### config.mk
export PLATFORM = sky130hd
export DESIGN_NAME = uart_rx_fifo
export DESIGN_NICKNAME = d
export VERILOG_FILES = /design/src/rtl/uart_rx_fifo.sv
export SDC_FILE = /design/constraint.sdc
export NUM_CORES = 1
export LEC_CHECK = 0
export BUFFER_PORTS_ARGS = -buffer_cell sky130_fd_sc_hd__clkbuf_2
export CORE_ASPECT_RATIO = 0.7
export CORE_MARGIN = 4
export CORE_UTILIZATION = 57
export CTS_BUF_LIST = sky130_fd_sc_hd__clkbuf_4
export DETAILED_ROUTE_END_ITERATION = 12
export PLACE_DENSITY_LB_ADDON = 0.08
export SLEW_MARGIN = 20
export SYNTH_ARGS = -nofsm -noshare
export SYNTH_HDL_FRONTEND = slang
export SYNTH_SLANG_ARGS = --single-unit
### constraint.sdc
create_clock -name clk -period 2.65 [get_ports clk]
set_clock_uncertainty 0.15 [all_clocks]
set_input_delay 0.265 -clock clk [delete_from_list [all_inputs] [get_ports clk]]
set_output_delay 0.265 -clock clk [all_outputs]
set_load 0.01 [all_outputs]
### src/rtl/uart_rx_fifo.sv
// Receive FIFO behind the UART receiver: circular byte buffer with status,
// sticky overrun, character-timeout detection and a level interrupt.
module uart_rx_fifo #(
  parameter int DEPTH     = 16,
  parameter int ADDR_W    = 4,
  parameter int IRQ_LEVEL = 8,
  parameter int TIMEOUT   = 2048
) (
  input  logic              clk,
  input  logic              reset,
  input  logic              rx_end,
  input  logic [7:0]        rx_data,
  input  logic              rx_busy,
  input  logic              rd_en,
  input  logic              flush,
  input  logic              ovr_clr,
  output logic [7:0]        rd_data,
  output logic              rd_valid,
  output logic [ADDR_W:0]   count,
  output logic              empty,
  output logic              full,
  output logic              overrun,
  output logic              timeout,
  output logic              irq
);

  localparam int TW = $clog2(TIMEOUT + 1);
  localparam logic [ADDR_W:0] FULL_CNT = (ADDR_W + 1)'(DEPTH);
  localparam logic [ADDR_W:0] IRQ_CNT  = (ADDR_W + 1)'(IRQ_LEVEL);
  localparam logic [TW-1:0]   TMAX     = TW'(TIMEOUT);

  logic [7:0]        mem [DEPTH];
  logic [ADDR_W-1:0] wr_ptr;
  logic [ADDR_W-1:0] rd_ptr;
  logic [TW-1:0]     tcnt;
  logic [TW-1:0]     tcnt_nxt;
  logic [ADDR_W:0]   count_nxt;
  logic              pop;
  logic              push;
  logic              ovr_evt;
  logic              overrun_nxt;
  logic              timeout_nxt;
  logic              irq_nxt;

  assign empty = (count == '0);
  assign full  = (count == FULL_CNT);

  always_comb begin
    pop     = rd_en & ~empty & ~flush;
    // A pop in the same cycle frees a slot, so a push into a full FIFO is accepted.
    push    = rx_end & (~full | pop) & ~flush;
    ovr_evt = rx_end & full & ~pop & ~flush;

    count_nxt = count;
    if (flush)
      count_nxt = '0;
    else if (push && !pop)
      count_nxt = count + (ADDR_W + 1)'(1);
    else if (pop && !push)
      count_nxt = count - (ADDR_W + 1)'(1);

    overrun_nxt = overrun;
    if (flush)
      overrun_nxt = 1'b0;
    else if (ovr_evt)
      overrun_nxt = 1'b1;
    else if (ovr_clr)
      overrun_nxt = 1'b0;

    tcnt_nxt = tcnt;
    if (flush || push || pop || rx_busy || empty)
      tcnt_nxt = '0;
    else if (tcnt != TMAX)
      tcnt_nxt = tcnt + TW'(1);

    if (flush || push || pop)
      timeout_nxt = 1'b0;
    else
      timeout_nxt = timeout | (tcnt_nxt == TMAX);

    irq_nxt = (count_nxt >= IRQ_CNT) | timeout_nxt | overrun_nxt;
  end

  always_ff @(posedge clk) begin
    if (push)
      mem[wr_ptr] <= rx_data;
  end

  always_ff @(posedge clk or negedge reset) begin
    if (!reset) begin
      wr_ptr   <= '0;
      rd_ptr   <= '0;
      count    <= '0;
      rd_data  <= 8'h00;
      rd_valid <= 1'b0;
      overrun  <= 1'b0;
      timeout  <= 1'b0;
      tcnt     <= '0;
      irq      <= 1'b0;
    end else begin
      if (flush) begin
        wr_ptr <= '0;
        rd_ptr <= '0;
      end else begin
        if (push)
          wr_ptr <= wr_ptr + ADDR_W'(1);
        if (pop) begin
          rd_ptr  <= rd_ptr + ADDR_W'(1);
          rd_data <= mem[rd_ptr];
        end
      end
      rd_valid <= pop;
      count    <= count_nxt;
      overrun  <= overrun_nxt;
      timeout  <= timeout_nxt;
      tcnt     <= tcnt_nxt;
      irq      <= irq_nxt;
    end
  end

endmodule

== Word level (Yosys, flattened, before mapping) ==
Memories as Yosys holds them, arrays and structs flattened. A register that Yosys moved wholly into a read port is not among the register bits.
Index checks and enable logic that the tools add are counted.
W data, S select, Z words.
Storage, ports and cells
  register bits: 29
  memories kept: 1
  bits in writable memories: 128
  latch bits: 0
  bits in read-only memories: 0
Operators by class
  div/mod/pow operators: 0
  reduce and logical (&&, ||, !) cells: 13
  $mul: 0
  equality and inequality tests: 3
  shifts and indexed selects: 0
  muxes and demuxes: 15
  bitwise gates (word level): 15
  add/subtract/negate cells: 5
  $lt $le $gt $ge: 1
Memories
  mem: depth 16, bits a word 8, rd ports 1, clocked after memory_dff 1, wr ports 1, RTL line 32  | logic [7:0] mem [DEPTH];
Operator list (number)
  $mux W12: 2
  $mux W4: 4
  $mux W5: 3
  $add A12 B1 Y12 const B: 1
  $eq A12 B12 Y1 const B: 1
  $ne A12 B12 Y1 const B: 1
  $add A4 B1 Y4 const B: 2
  $and A1 B1 Y1: 7
  $mux W1: 6
  $add A5 B1 Y5 const B: 1
  $eq A5 B5 Y1 const B: 1
  $ge A5 B4 Y1 const B: 1
  $logic_not A5 Y1: 1
  $sub A5 B1 Y5 const B: 1
  $logic_or A1 B1 Y1: 4
  $not A1 Y1: 4
  $or A1 B1 Y1: 4
  $reduce_bool A2 Y1: 2
  $logic_not A1 Y1: 3
  $logic_and A1 B1 Y1: 2
  $reduce_and A2 Y1: 1

== Depth between registers and ports, before layout ==
  word-level depth: 17
  gate-level depth with buffers: 9
  mapped depth without buffers: 8

== Worst setup path before layout ==
Ideal clock, no wire load.
  kind: register to register
  start: reg count[0]
  end: reg irq
  buffers on the path: 0
  path slack: -0.106 ns
  clock period less this slack: 2.756 ns
  cell stages (with the launch flop): 9
  setup time: 0.139 ns
  arrival time: 2.467 ns
  cell sequence: dfrtp_1 > inv_1 > ha_1 > or3b_2 > a2111oi_4 > a22oi_2 > xor2_1 > nor2_1 > or4b_1
Between the ends
  elaborated cells on any way between the ends: 35
  classes of those cells: 2 x add/sub; 1 x order compare; 2 x eq/ne; 7 x mux; 14 x bitwise; 9 x reduce/logical
RTL lines
  start: declaration: RTL line 19  | output logic [ADDR_W:0] count,
  start signal: assignment: RTL line 113  | count <= count_nxt;
  $logic_not A5 Y1: RTL line 45  | assign empty = (count == '0);
  $not A1 Y1: RTL line 49  | pop = rd_en & ~empty & ~flush;
  $and A1 B1 Y1 (2 in a row): RTL line 49
  $or A1 B1 Y1: RTL line 51  | push = rx_end & (~full | pop) & ~flush;
  $and A1 B1 Y1 (2 in a row): RTL line 51
  $logic_not A1 Y1: RTL line 59  | else if (pop && !push)
  $logic_and A1 B1 Y1: RTL line 59
  $mux W5: RTL line 59
  $mux W5 *: RTL line 57  | else if (push && !pop)
  $mux W5 *: RTL line 55  | if (flush)
  via count_nxt[3]: RTL line 37  | logic [ADDR_W:0] count_nxt;
  $ge A5 B4 Y1 *: RTL line 81  | irq_nxt = (count_nxt >= IRQ_CNT) | timeout_nxt | overrun_nxt;
  $or A1 B1 Y1 * (2 in a row): RTL line 81
  via irq_nxt: RTL line 43  | logic irq_nxt;
  end signal: assignment: RTL line 117  | irq <= irq_nxt;
  end: declaration: RTL line 24  | output logic irq
Mark *: on every way through the listed nets, which the timed path passes. The rest lies on a longest branch.
A chain may end at the register's enable or synchronous reset.

== Worst setup path after layout ==
  start: reg count[1]
  end: reg irq
Same word-level chain as after synthesis.

==> impl_metrics.json <==
{
  "outcome": "completed",
  "coreArea_um2": 11800,
  "drt_iter0_drc": 306,
  "drt_wl_total_mm": 13.4,
  "synth.distinct_cells": 45,
  "yosys.area_share.simple_pct": 7.80,
  "synth_edf_count": 128,
  "chipWidth_um": 140,
  "worstMarginPinSlew_ns": 0.714,
  "clock_sink_count": 165,
  "synthXorXnorAreaFrac_pct": 2.40,
  "crit_fanout": 4,
  "yosys-top-cells-count": "edfxtp_1 (128), nor2_1 (50), mux4_2 (40)",
  "synthTopCellsByArea": "edfxtp_1 (55%), dfrtp_1 (13%), mux4_2 (13%)",
  "final_hold_viol_count": 0,
  "slew_viol_final": 0,
  "synth_top_area_cell": "edfxtp_1",
  "max_cap_viol_count": 0,
  "fin_nets": 515,
  "drive_gt1_share_pct": 31.6,
  "min_period_ns": 2.57,
  "crit_path_max_incr_delay_ns": 0.47,
  "synth_compound_area_share_pct": 2.86,
  "synth.top_cell.area_share_pct": 55.3,
  "ys_async_sr_fraction_pct": 22.4,
  "wire_per_inst_um": 20.2,
  "slowest_stage": "or4b_1",
  "cts_tree": "yes",
  "synth_top_family_by_area": "multiplexers",
  "area_growth_pct": 14.2,
  "startpoint_type": "register",
  "syn_avg_cell_area_um2": 16.9,
  "routed_via_density": 5.78,
  "fin_ws_ns": 0.0802,
  "crit_type": "reg -> reg",
  "required_ns": 2.92,
  "ys.flop_type": "edfxtp_1",
  "clock_path_buffers": 2,
  "synth_most_common_cell": "edfxtp_1",
  "synthAdderAreaFrac_pct": 1.80,
  "crit_arrival_ns": 2.84,
  "leakage_nw": 2.78,
  "dr_total_vias": 3815,
  "fin_crit_sh_pct": 97.0,
  "slew_headroom_pct": 52.2,
  "cts_root_buf": "clkbuf_4",
  "synth_nets": 435,
  "synth_seq_cells": 165,
  "worstHoldPathType": "in -> reg",
  "power.total_mw": 5.54,
  "rsz0062_at_grt": "false",
  "die_height_um": 100,
  "grt_util_all_layers_pct": 20.4,
  "first_pass_iters": 4,
  "detailed_place_hpwl_mm": 9.01,
  "critical-path-top-delay-family": "simple AND/OR/NAND/NOR gates",
  "path_clk_slew_ns": 0.15,
  "remaining_drc_errors": 0,
  "io_buffers": 33,
  "tns_ns": 0,
  "fmax_ghz": 0.389,
  "cts_buffers": 17,
  "cp-end-kind": "register",
  "critical_path.cell_chain": "inv_2, ha_4, or3b_4, a2111oi_4, a22oi_2, xor2_1, nor2_1, or4b_1",
  "start_util_pct": 58.8,
  "die-area_um2": 14000,
  "grt_max_degree": 36,
  "postLayoutCoreUtil_pct": 67.2,
  "whs_ns": 0.0356,
  "peakVddDrop_v": 0.000617,
  "rows": 33,
  "yosysSeqAreaShare_pct": 68.7,
  "ant_nets": 0,
  "grt_pass1_wl_mm": 21.4,
  "synth_area_um2": 6950,
  "grt_overflow_total": 0,
  "powerDensity_nw_per_um2": 699,
  "place.gp.congestion": 0.900,
  "dp_slack_ns": 0.0639,
  "path_buf_inv": 1,
  "n_antenna_cell": 0,
  "synthMuxAreaShare_pct": 14.6,
  "htreeDepth": 4,
  "yosysWarnings": 0,
  "grt_pass1_vias": 3753,
  "io_pins": 34,
  "antenna_found_initial": 0,
  "clk_latency_ns": 0.54,
  "netlist_instances": 410,
  "setup_violations": 0
}
## layout make-up
type | instances | area, um^2
Clock buffer | 18 | 135
Clock inverter | 14 | 135
Tap cell | 157 | 196
Inverter | 11 | 41.3
Timing Repair Buffer | 80 | 576
Fill cell | 847 | 3880
Sequential cell | 165 | 4770
Multi-Input combinational cell | 215 | 2070
## timing repair
item                                   4_1_cts  5_1_grt
pin swaps                                    0        5
hold buffers                                13        0
endpoints found under the hold margin      104        0
resized for setup                            1        5
setup endpoints to repair                    1        2
setup buffers                                0        4
## per-stage QoR
stage               cells  instance area [um^2]
finish                660                  7930
CTS                   656                  7870
detailed placement    611                  7470
global route          660                  7930
global placement      611                  7470
floorplan             410                  6950
## worst paths after layout
path / startpoint / endpoint / slack [ns] / cells past startpoint
min in group asynchronous: reset / rd_data[4] / 0.08 / 2
setup / recovery: count[1] / irq / 0.08 / 8
max in group asynchronous: reset / tcnt[0] / 1.59 / 3
setup reg to reg: count[1] / irq / 0.08 / 8
hold reg to reg: rd_data[0] / rd_data[0] / 0.37 / 1
hold / removal: rx_data[2] / mem[10][2] / 0.04 / 1
## cell usage in the layout, fill, tap and decap left out, types with 4 or more instances in the layout
cell           synthesis  final
o21ai_0                4      4
and3_1                 4      4
inv_1                 11      9
nand2_1               11     11
nor3_1                 7      7
nor2_1                50     50
nand3_1                9      9
clkbuf_4               0     18
dlygate4sd3_1          0     13
mux2_2                 9      9
mux4_2                40     40
ha_1                  10      9
edfxtp_1             128    128
dfrtp_1               37     35
clkbuf_2               0     33
a21oi_1               11     11
xor2_1                 8      8
buf_4                  0     32
nand4_1                5      5
xnor2_1               11     11
## power breakdown
group          switching [mW]  internal (mW)
clock network           0.871          0.563
logic                   0.556          0.589
registers              0.0661           2.90
total                    1.49           4.05
## state kept, by name, summed over array words and instances, names as in the netlist
signal,cells
wr_ptr,4
irq,1
rd_valid,1
mem,128
count,5
timeout,1
rd_data,8
rd_ptr,4
tcnt,12
overrun,1
## metal layers
layer  up-vias  share of wire, %  global-route usage [%]  wire length [um]
met1      1937                51                    33.8              6830
met2       125                42                    28.1              5630
met3         8               5.9                    4.67               786
met5         -                 0                       0                 0
met4         0              0.81                    4.17               108
li1       1745                 -                       -                 -
## cell families after synthesis
kind of cell,count (synthesis)
flip-flops,165
multiplexers,50
buffers and inverters,30
AND/OR/NAND/NOR,108
AO/OA/AOI/OAI,28
XOR/XNOR,19
adder cells (fa/ha/maj),10
Power figures use the tool's default switching activity.
